**src/rtl/risc_v_mem_arbiter.sv**
```systemverilog
// Round-robin sequencer sharing the core's single-port unified memory between
// instruction fetch (read-only) and data access, with a fixed per-access wait count.
module risc_v_mem_arbiter #(
    parameter int LATENCY = 2,
    parameter int ADDR_W  = 32,
    parameter int DATA_W  = 32
) (
    input  logic              clk,
    input  logic              rst,

    input  logic              if_req,
    input  logic [ADDR_W-1:0] if_addr,
    output logic              if_ack,
    output logic [DATA_W-1:0] if_rdata,

    input  logic              dm_req,
    input  logic              dm_we,
    input  logic [ADDR_W-1:0] dm_addr,
    input  logic [DATA_W-1:0] dm_wdata,
    output logic              dm_ack,
    output logic [DATA_W-1:0] dm_rdata,

    output logic [ADDR_W-1:0] mem_addr,
    output logic [DATA_W-1:0] mem_din,
    output logic              mem_we,
    input  logic [DATA_W-1:0] mem_dout,

    output logic              busy
);

    localparam logic [1:0] S_IDLE   = 2'd0;
    localparam logic [1:0] S_ACCESS = 2'd1;
    localparam logic [1:0] S_DONE   = 2'd2;

    localparam logic OWN_IF = 1'b0;
    localparam logic OWN_DM = 1'b1;

    localparam logic [3:0] CNT_LOAD = 4'(LATENCY - 1);

    logic [1:0]        state;
    logic              owner;
    logic              last_grant;
    logic              we_q;
    logic [ADDR_W-1:0] addr_q;
    logic [DATA_W-1:0] wdata_q;
    logic [3:0]        cnt;

    logic              grant_valid;
    logic              grant_owner;
    logic              in_access;
    logic              last_cycle;

    // On a tie the requester that did not win last time gets the memory.
    always_comb begin
        grant_valid = if_req | dm_req;
        grant_owner = OWN_IF;
        if (if_req && dm_req) begin
            grant_owner = ~last_grant;
        end else if (dm_req) begin
            grant_owner = OWN_DM;
        end
    end

    assign last_cycle = (state == S_ACCESS) && (cnt == 4'd0);

    always_ff @(posedge clk) begin
        if (rst) begin
            state      <= S_IDLE;
            owner      <= OWN_IF;
            last_grant <= OWN_DM;
            we_q       <= 1'b0;
            addr_q     <= '0;
            wdata_q    <= '0;
            cnt        <= 4'd0;
            if_rdata   <= '0;
            dm_rdata   <= '0;
        end else begin
            case (state)
                S_IDLE: begin
                    if (grant_valid) begin
                        owner      <= grant_owner;
                        last_grant <= grant_owner;
                        if (grant_owner == OWN_DM) begin
                            addr_q  <= dm_addr;
                            wdata_q <= dm_wdata;
                            we_q    <= dm_we;
                        end else begin
                            addr_q  <= if_addr;
                            wdata_q <= '0;
                            we_q    <= 1'b0;
                        end
                        cnt   <= CNT_LOAD;
                        state <= S_ACCESS;
                    end
                end
                S_ACCESS: begin
                    if (cnt != 4'd0) begin
                        cnt <= cnt - 4'd1;
                    end else begin
                        if (!we_q) begin
                            if (owner == OWN_DM) begin
                                dm_rdata <= mem_dout;
                            end else begin
                                if_rdata <= mem_dout;
                            end
                        end
                        state <= S_DONE;
                    end
                end
                S_DONE: begin
                    state <= S_IDLE;
                end
                default: begin
                    state <= S_IDLE;
                end
            endcase
        end
    end

    // Outputs are gated by rst so an aborted write never reaches memory and no ack escapes.
    assign in_access = (state == S_ACCESS) && !rst;
    assign mem_addr  = in_access ? addr_q  : '0;
    assign mem_din   = in_access ? wdata_q : '0;
    assign mem_we    = in_access && last_cycle && we_q;
    assign if_ack    = (state == S_DONE) && (owner == OWN_IF) && !rst;
    assign dm_ack    = (state == S_DONE) && (owner == OWN_DM) && !rst;
    assign busy      = (state != S_IDLE) && !rst;

endmodule

```
**config.mk**
```make
export PLATFORM = sky130hd
export DESIGN_NAME = risc_v_mem_arbiter
export DESIGN_NICKNAME = d
export VERILOG_FILES = /design/src/rtl/risc_v_mem_arbiter.sv
export SDC_FILE = /design/constraint.sdc
export NUM_CORES = 1
export LEC_CHECK = 0
export CAP_MARGIN = 15
export CORE_MARGIN = 2
export CORE_UTILIZATION = 40
export DETAILED_ROUTE_END_ITERATION = 16
export PLACE_DENSITY = 0.79
export RECOVER_POWER = 100
export SYNTH_ARGS = -nofsm -noshare
export SYNTH_HDL_FRONTEND = slang
export SYNTH_SLANG_ARGS = --single-unit
```
**constraint.sdc**
```tcl
create_clock -name clk -period 8.2 [get_ports clk]
set_clock_uncertainty 0.1 [all_clocks]
set_input_delay 2.46 -clock clk [delete_from_list [all_inputs] [get_ports clk]]
set_output_delay 2.46 -clock clk [all_outputs]
set_load 0.01 [all_outputs]
```
==> impl_metrics.env <==
export IMPL_cap_violations=2
export IMPL_gp_congestion=0.792
export IMPL_hold_end="dm_rdata[22]$_SDFFE_PP0P_"
export IMPL_end_kind="primary output"
export IMPL_yosysUniqueCellTypes=35
export IMPL_ys_top_cells_by_area="dfxtp_1, nand2b_1, mux2i_1, a311oi_1, o2bb2ai_1"
export IMPL_clkTransAtPathRegs_ps=60
export IMPL_synth_cells=659
export IMPL_grt_start_max_net_pins=58
export IMPL_power_leakage_nw=3.87
export IMPL_ys_seq_area_share_pct=45.4
export IMPL_rr_worst_depth=5
export IMPL_fp_dieH_um=127
export IMPL_synth_edff_count=0
export IMPL_antenna_cells=0
export IMPL_drt_pass1_iterations=4
export IMPL_p_per_area_nw_per_um2=193
export IMPL_syn_cell_area_um2=6040
export IMPL_cts_max_level=4
export IMPL_crit_family="buffers and inverters"
export IMPL_die_x_um=127
export IMPL_drive_above_1_share_pct=4.74
export IMPL_fin_area_um2=9320
export IMPL_synthFlopType="dfxtp_1"
export IMPL_ys_ff_latch=137
export IMPL_syn_nets=794
export IMPL_slew_violations=71
export IMPL_peakVddDrop_mv=0.131
export IMPL_clock_latency_ps=410
export IMPL_tightest_slew_ps=1840
export IMPL_drt_iter0_drc=275
export IMPL_grt_overflow_total=0
export IMPL_cts_made_buffers=17
export IMPL_max_freq_mhz=140
export IMPL_required_ps=5640
export IMPL_crit_chain="buf_4 > nor2_1 > clkbuf_1 > and2_1 > dlygate4sd3_1"
export IMPL_postCtsSetupRepairBufs=0
export IMPL_rsz0062_at_grt="no"
export IMPL_cts_sinks=137
export IMPL_grt_pass1_wl_mm=27.5
export IMPL_worstSetupPathType="in -> out"
export IMPL_route_detailed_drc=0
export IMPL_synth_area_leader_cell="dfxtp_1"
export IMPL_hold_viol=0
export IMPL_setup_tns_ps=0
export IMPL_hold_start="dm_rdata[22]$_SDFFE_PP0P_"
export IMPL_post_route_period_util_pct=87.2
export IMPL_rrSetupSlack_ps=4190
export IMPL_cts_root_buf="clkbuf_16"
export IMPL_cts_tree="built"
export IMPL_wl_per_cell_um=15.8
export IMPL_report_final_setup_viol=0
export IMPL_path_buf_inv=3
export IMPL_core_area_um2=14600
export IMPL_hold_path_class="reg -> reg"
export IMPL_clockBufferDepth=2
export IMPL_holdPathStages=2
export IMPL_initial_utilization_pct=41.2
export IMPL_finalPower_mw=1.80
export IMPL_grt_pass1_vias=5397
export IMPL_slew_headroom_pct=-22.7
export IMPL_viasPerCell=5.08
export IMPL_outcome="finished, violations left"
export IMPL_area_delta_synth_final_pct=54.3
export IMPL_avgSynthCellArea_um2=9.16
export IMPL_place_area_um2=8760
export IMPL_r2r_start="state[1]$_SDFFE_PP0P_"
export IMPL_ioPinCount=265
export IMPL_period_needed_ps=7150
export IMPL_antenna_found_initial=0
export IMPL_globalRouteTotalUtil_pct=21.4
export IMPL_hold_buffers=0
export IMPL_die_area_um2=16100
export IMPL_dp_hpwl_mm=11.8
export IMPL_yosys_area_top_type_share_pct=45.4
export IMPL_critPathLaunchType="primary input"
export IMPL_cts_resized=0
export IMPL_worstPathMaxFanout=42
export IMPL_vias=5543
export IMPL_violations="max-capacitance violations, max-slew violations"
export IMPL_cpMaxStageDelayCell="clkbuf_1"
export IMPL_async_flop_share_pct=0
export IMPL_critPathArrivalTime_ps=4590
export IMPL_max_stage_delay_ps=870
export IMPL_port_buffers=264
export IMPL_drt_antenna_violating_nets=0
export IMPL_std_cell_rows=44
export IMPL_fin_nets=1031
export IMPL_ys_warn_count=0
export IMPL_r2r_end="wdata_q[3]$_SDFFE_PP0P_"
export IMPL_drt_total_wl_mm=17.3
[routing by layer]
metal	up-vias	global-route usage [%]	wire, µm
met5	-	0	0
met4	0	7.30	280
met3	23	6.41	1240
met2	205	36.7	8560
met1	2587	25.4	7190
li1	2728	-	-
[metrics by stage]
stage	worst slack [ps]	util, %	hold slack [ps]	instances
finish	1050	63.6	367	1091
global route	856	63.6	383	1091
CTS	1530	63.7	375	1091
detailed placement	1530	59.8	362	1061
global placement	1560	59.8	358	1061
floorplan	2050	-	334	659
[how the worst max path moves through the flow]
stage / slack (ps) / depth (start not counted) / start / end
5_1_grt: 860 / 5 / rst / mem_addr[26]
3_5_place_dp: 1530 / 5 / rst / mem_we
6_report: 1050 / 5 / rst / mem_addr[1]
4_1_cts: 1530 / 5 / rst / mem_we
2_1_floorplan: 2050 / 5 / rst / busy
3_3_place_gp: 1560 / 5 / rst / mem_we
[power breakdown]
part | leakage [nW] | total [mW] | switching, mW | internal (mW)
logic | 2.49 | 0.321 | 0.157 | 0.163
registers | 1.12 | 0.745 | 0.0265 | 0.718
clock network | 0.263 | 0.736 | 0.284 | 0.452
[cell usage in the layout, fill, tap and decap left out, types with 9 or more instances in the layout]
cell type,instances
clkdlybuf4s50_1,153
dfxtp_1,137
nand2b_1,128
dlygate4sd3_1,110
nand2_1,67
mux2i_1,64
a21oi_1,39
nor2_1,33
a311oi_1,32
o2bb2ai_1,31
and2_0,22
clkbuf_16,17
and2_1,14
buf_4,9
[logic make-up after synthesis]
kind of cell / count (synthesis) / synth area share [%]
AO/OA/AOI/OAI: 114 / 13.9
flip-flops: 137 / 45.4
adder cells (fa/ha/maj): 2 / 0.414
buffers and inverters: 61 / 4.19
multiplexers: 64 / 10.6
AND/OR/NAND/NOR: 281 / 25.5
[worst register-to-register path, delay by kind of cell (launching register included)]
kind	cells	cell delay, ps
flops	1	390
simple gates	2	1640
compound gates	1	200
buf+inv	2	1510
[sequential cells by signal (all words and copies together) (netlist names)]
name        count
addr_q         32
cnt             4
dm_rdata       32
if_rdata       32
last_grant      1
owner           1
state           2
wdata_q        32
we_q            1
[cells in the mapped netlist (2+ instances only)]
library cell / n
dfxtp_1: 137
nand2b_1: 128
nand2_1: 67
mux2i_1: 64
clkbuf_1: 46
a21oi_1: 39
and2_1: 36
nor2_1: 34
a311oi_1: 32
o2bb2ai_1: 31
buf_2: 7
buf_1: 3
inv_1: 3
or4_1: 3
a21o_1: 2
a22o_1: 2
and3_1: 2
buf_6: 2
ha_1: 2
nor4bb_1: 2
o21ai_0: 2
or3_1: 2
[layout make-up]
| cell class | instances | area (µm²) |
|---|---|---|
| multi-input combinational | 461 | 3050 |
| sequential | 137 | 2740 |
| fill | 1236 | 5330 |
| tap | 184 | 230 |
| clock inverter | 11 | 125 |
| timing repair buffer | 276 | 2720 |
| inverter | 3 | 11.3 |
| clock buffer | 19 | 443 |
(Power assumes the default switching activity.)
